$ cat src/rtl/load_sequencer_pkg.sv
// rtl/load_sequencer_pkg.sv - shared load-state codes and phase type for the operand loader
package load_sequencer_pkg;

  // Load-state codes; data_preparation decodes these same values
  localparam logic [7:0] LS_IDLE = 8'h00;
  localparam logic [7:0] LS_N    = 8'h09;
  localparam logic [7:0] LS_E    = 8'h0A;
  localparam logic [7:0] LS_RN   = 8'h0B;
  localparam logic [7:0] LS_R2N  = 8'h0C;
  localparam logic [7:0] LS_DONE = 8'h0D;
  localparam logic [7:0] LS_ERR  = 8'h0F;

  // Each operand load is a request phase followed by a wait-for-data phase
  typedef enum logic {
    PH_REQ  = 1'b0,
    PH_WAIT = 1'b1
  } phase_t;

  // Operand order: N -> e -> R_N -> R2_N -> done
  function automatic logic [7:0] next_load_code(input logic [7:0] code);
    case (code)
      LS_N:    return LS_E;
      LS_E:    return LS_RN;
      LS_RN:   return LS_R2N;
      LS_R2N:  return LS_DONE;
      default: return LS_IDLE;
    endcase
  endfunction

endpackage

$ cat src/rtl/load_sequencer.sv
// rtl/load_sequencer.sv - sequences DMA reads of N, e, R_N and R2_N with timeout and error capture
module load_sequencer
  import load_sequencer_pkg::*;
#(
  parameter logic [31:0] TIMEOUT_CYCLES = 32'd100000
) (
  input  logic        clk,
  input  logic        resetn,
  input  logic        start,
  input  logic        dma_idle,
  input  logic        dma_done,
  input  logic        dma_error,
  output logic        dma_rx_start,
  output logic [31:0] loading_state,
  output logic        busy,
  output logic        load_done,
  output logic        load_error
);

  localparam logic [31:0] TIMEOUT_LAST = TIMEOUT_CYCLES - 32'd1;

  // The state register holds the load code itself, so loading_state is a
  // direct register output with no decode between flop and port.
  logic [7:0]  state;
  phase_t      phase;
  logic [31:0] wait_cnt;

  assign loading_state = {24'h000000, state};

  // Main sequencer: state, phase, wait counter and all registered outputs
  always_ff @(posedge clk or negedge resetn) begin
    if (!resetn) begin
      state        <= LS_IDLE;
      phase        <= PH_REQ;
      wait_cnt     <= 32'd0;
      dma_rx_start <= 1'b0;
      busy         <= 1'b0;
      load_done    <= 1'b0;
      load_error   <= 1'b0;
    end else begin
      dma_rx_start <= 1'b0;
      load_done    <= 1'b0;
      case (state)
        LS_IDLE, LS_ERR: begin
          if (start) begin
            state      <= LS_N;
            phase      <= PH_REQ;
            busy       <= 1'b1;
            load_error <= 1'b0;
          end
        end
        LS_DONE: begin
          state <= LS_IDLE;
          phase <= PH_REQ;
          busy  <= 1'b0;
        end
        LS_N, LS_E, LS_RN, LS_R2N: begin
          if (phase == PH_REQ) begin
            // Only one read in flight: the next request is issued only
            // after this one completes or fails.
            if (dma_idle) begin
              dma_rx_start <= 1'b1;
              phase        <= PH_WAIT;
              wait_cnt     <= 32'd0;
            end
          end else begin
            if (dma_error) begin
              state      <= LS_ERR;
              phase      <= PH_REQ;
              busy       <= 1'b0;
              load_error <= 1'b1;
            end else if (dma_done) begin
              // Code holds through the done cycle so the data is captured
              // under the right operand; it advances on the next edge.
              state <= next_load_code(state);
              phase <= PH_REQ;
              if (next_load_code(state) == LS_DONE) begin
                load_done <= 1'b1;
              end
            end else if (wait_cnt == TIMEOUT_LAST) begin
              state      <= LS_ERR;
              phase      <= PH_REQ;
              busy       <= 1'b0;
              load_error <= 1'b1;
            end else begin
              wait_cnt <= wait_cnt + 32'd1;
            end
          end
        end
        default: begin
          state <= LS_IDLE;
          phase <= PH_REQ;
          busy  <= 1'b0;
        end
      endcase
    end
  end

endmodule

$ cat config.mk
export PLATFORM = sky130hd
export DESIGN_NAME = load_sequencer
export DESIGN_NICKNAME = d
export VERILOG_FILES = /design/src/rtl/load_sequencer_pkg.sv /design/src/rtl/load_sequencer.sv
export SDC_FILE = /design/constraint.sdc
export NUM_CORES = 1
export LEC_CHECK = 0
export BUFFER_PORTS_ARGS = -buffer_cell sky130_fd_sc_hd__buf_4
export CAP_MARGIN = 20
export CORE_ASPECT_RATIO = 0.7
export CORE_MARGIN = 2
export CORE_UTILIZATION = 45
export CTS_CLUSTER_DIAMETER = 80
export DETAILED_ROUTE_END_ITERATION = 10
export PLACE_DENSITY = 0.65
export SLEW_MARGIN = 20
export SYNTH_ARGS = -nofsm -noshare
export SYNTH_HDL_FRONTEND = slang
export SYNTH_SLANG_ARGS = --single-unit
$ cat constraint.sdc
create_clock -name clk -period 2.46 [get_ports clk]
set_input_delay 0.123 -clock clk [delete_from_list [all_inputs] [get_ports clk]]
set_output_delay 0.123 -clock clk [all_outputs]
set_load 0.02 [all_outputs]
# After elaboration in Yosys (flattened, before gate mapping)
# Index checks and enable logic that the tools add are counted.
# W data, S select, Z words.
# classes
n_eq_ne,15
add_sub_neg,1
n_mux,41
reduce_logical,9
# ops
operator,count
$mux W32,5
$mux W8,9
$eq A8 B4 Y1 const B,6
$add A32 B1 Y32 const B,1
$eq A32 B17 Y1 const B,1
$mux W1,22
$pmux W4 S4,1
$pmux W8 S2,1
$ne A2 B2 Y1 const B,5
$reduce_and A5 Y1,2
$logic_not A8 Y1,1
$ne A3 B3 Y1 const B,2
$pmux W1 S2,3
$ne A4 B4 Y1 const B,1
$reduce_and A4 Y1,1
$reduce_bool A2 Y1,2
$reduce_or A4 Y1,1
$reduce_and A3 Y1,1
$reduce_or A2 Y1,1
# word_totals
word_cells,73
output_inout_bits,36
register_bits,45

# Logic depth before layout (Yosys ltp)
# depth
word_depth,12
ltp_mapped,8

# Worst setup path after synthesis
# OpenSTA, ideal clock, no wires.
# synth_timing
path_type,reg-to-reg
startpoint,register wait_cnt[28]
endpoint,register state[0]
synth_period_minus_slack_ns,2.239
setup_slack_ns,0.221
path_stages_with_launch,6
n_path_buf,0
arrival_time_ns,2.115
cell_sequence,dfrtp_1 > or4_4 > nor4_4 > a21oi_2 > or3_1 > a211o_1
# synth_between
elab_chain_cells,3
# synth_lines
item,line_no,rtl
"start, declared",load_sequencer.sv:26,logic [31:0] wait_cnt;
"start signal, assigned",load_sequencer.sv:86,wait_cnt <= wait_cnt + 32'd1;
$eq A32 B17 Y1,load_sequencer.sv:80,end else if (wait_cnt == TIMEOUT_LAST) begin
$ne A4 B4 Y1 (no source line),n/a,
$reduce_and A3 Y1 (no source line),n/a,
"end signal, assigned",load_sequencer.sv:75,state <= next_load_code(state);
"end, declared",load_sequencer.sv:24,logic [7:0] state;
# Every way passes these cells.
# A chain may end at the register's enable or synchronous reset.

# Worst setup path in the final report
# layout_timing
startpoint,register wait_cnt[21]
endpoint,register state[0]
# The elaborated chain is that of the path after synthesis.

==> results.cfg <==
[final_layout]
antennaDiodeCount = 0
final_area_sq_um = 3130
area.growth.synth_to_final_pct = 11.2
fin_nets = 366
final_common_cell = dfrtp_1
mostFrequentLayoutCells = dfrtp_1, buf_4, conb_1
layout-drive-gt1-share_pct = 16.7
n_fill_cell = 606

[synth]
synth_top_flop_cell = dfrtp_1
netlist_instances = 332
synth_seq_cells = 41
async_flop_share_pct = 100
yosysSeqAreaShare_pct = 36.4
syn_avg_cell_area_sq_um = 8.48
synth_area_sq_um = 2820
synth-edff-count = 0
yosysWarnings = 0
synth_cell_type_count = 57

[worst_setup_path]
end_kind = flip-flop
cp_data_arrival_time_ps = 2540
path_class = reg2reg
ff2ff_setup_slack_ps = 110
crit_fanout = 7
cp.required_ps = 2640
cp-start-kind = flip-flop

[routing]
wl_per_cell_um = 16.8
drc = 0
ant_nets = 0
via_count = 2675
maxUsedRoutingLayer = met4
route.met3.wl_um = 575
avgViaCountPerCell = 6.11
detail_route.first_pass.iterations = 5
wl_met1_um = 3600
routed_wl_um = 7340
drtIter0Drc = 161
dr_wl_met2_um = 3110

[power_and_ir_drop]
p_leak_uw = 0.00134
ir_drop_mv = 0.327
power_density_nw_per_um2 = 731
p_total_uw = 2290

[floorplanning]
dieArea_sq_um = 6920
row_count = 24
die_h_um = 70.2
core_sq_um = 6130
start_util_pct = 46.0
io_pins = 42
fp.dieW_um = 98.6

[timing]
worst_pin_slew_ps = 715
worst_hold_slack_ps = 134
period_share_pct = 95.7
setup_tns_ps = 0
fmax_ghz = 0.425
fin_crit_ps = 2350
finalClockSkew_ps = 9.03
drv_slew = 0
hold_viol_final = 0
rsz0062_at_grt = no
setup_viol = 0
maxSlewHeadroom_pct = 51.9

[place]
gp_congestion = 0.901
portBuffers = 13
place_area_sq_um = 3010
hpwl_um = 5200

[global_route]
grt_max_degree = 42
first_global_vias = 2418
grt_remaining_overflow = 0
antenna_found_initial = 0
grt_first_pass_wirelength_um = 12300
grt_usage_pct = 22.3

[clock_network]
cts_buffers = 5
cts_root_buf = clkbuf_8
clockBufferDepth = 2
clk_pin_slew_worst_paths_ps = 90
post_cts_buffers = 0
clock_latency_ps = 300
h-tree-depth = 2
cts_tree = done
cts_sinks = 41

[job]
max_cap_viol_count = 0

[hold_path]
hold_path_class = in2reg

[status]
outcome = finished clean
==> per-stage QoR <==
step                std cells  setup slack [ps]  util (%)
floorplan                 359               221         -
global placement          429               182      49.2
detailed placement        429               117      49.2
CTS                       438               109      51.0
global route              438              14.0      51.1
finish                    438               107      51.1
==> synth_stat cells, drive strengths merged, types with 3 or more instances <==
cell type	n	area share [%]
nand3	14	2.8
a31oi	22	4.9
inv	12	1.6
a221o	3	1.1
nand2	27	3.6
a41oi	6	1.9
or3	3	0.67
o21ai	16	2.8
and4	5	1.6
nand2b	8	1.8
nor3	5	0.89
a21o	5	1.3
buf	34	8.8
dfrtp	41	36
and3	9	2.0
nand4	9	2.0
a211o	3	0.93
clkbuf	12	1.6
o31ai	3	0.80
nor4	9	2.5
a21oi	20	3.7
or4	9	2.7
nor2	21	2.8
==> path summary, 6_finish.rpt <==
kind	start	to	cells past startpoint
max	wait_cnt[21]$_DFFE_PN0P_	state[0]$_DFFE_PN0P_	5
min	dma_idle	phase$_DFFE_PN0P_	3
max reg2reg	wait_cnt[21]$_DFFE_PN0P_	state[0]$_DFFE_PN0P_	5
min reg2reg	busy$_DFFE_PN0P_	busy$_DFFE_PN0P_	1
max in group asynchronous	resetn	wait_cnt[18]$_DFFE_PN0P_	2
min in group asynchronous	resetn	wait_cnt[22]$_DFFE_PN0P_	2
==> state kept, by name, summed over array words and instances (netlist names) <==
name / flops
state: 4
wait_cnt: 32
phase: 1
dma_rx_start: 1
load_done: 1
busy: 1
load_error: 1
==> area by class of cell <==
type / instances / area (sq um) / area share, %
Clock buffer: 7 / 96.3 / 3.08
Tap cell: 78 / 97.6 / 3.12
Multi-Input combinational cell: 260 / 1570 / 50.0
Sequential cell: 41 / 1030 / 32.7
Inverter: 12 / 45.0 / 1.44
Timing Repair Buffer: 39 / 295 / 9.42
Clock inverter: 1 / 5.00 / 0.160
==> per-layer routing <==
layer,global-route usage [%],vias up
met5,0,-
met4,4.72,0
met3,4.90,6
met2,30.6,125
met1,35.6,1292
li1,-,1252
==> power breakdown <==
group          internal, uW  switching [uW]  leakage (uW)  total (uW)
registers               751            65.2      0.000562         816
clock network           254             251     0.0000542         505
logic                   360             609      0.000728         969
==> worst max-delay path, cell delays in order, from the launching register on <==
cell and delay (ps):
dfrtp_1 470, or4_4 550, nor4_4 400, a21oi_2 110, or3_1 400, a211o_1 300
==> cell families after synthesis <==
group | count (synthesis) | synth area share (%)
adder cells (fa/ha/maj) | 2 | 0.800
other | 1 | 0.133
AND/OR/NAND/NOR | 130 | 26.5
flip-flops | 41 | 36.4
AO/OA/AOI/OAI | 99 | 23.7
buffers and inverters | 58 | 12.0
multiplexers | 1 | 0.400
==> what timing repair did <==
item | 4_1_cts | 5_1_grt
hold buffers | 1 | 0
resized for setup | 0 | 3
endpoints found under the setup margin | 0 | 8
endpoints found under the hold margin | 41 | 0
Power figures use the tool's default switching activity.
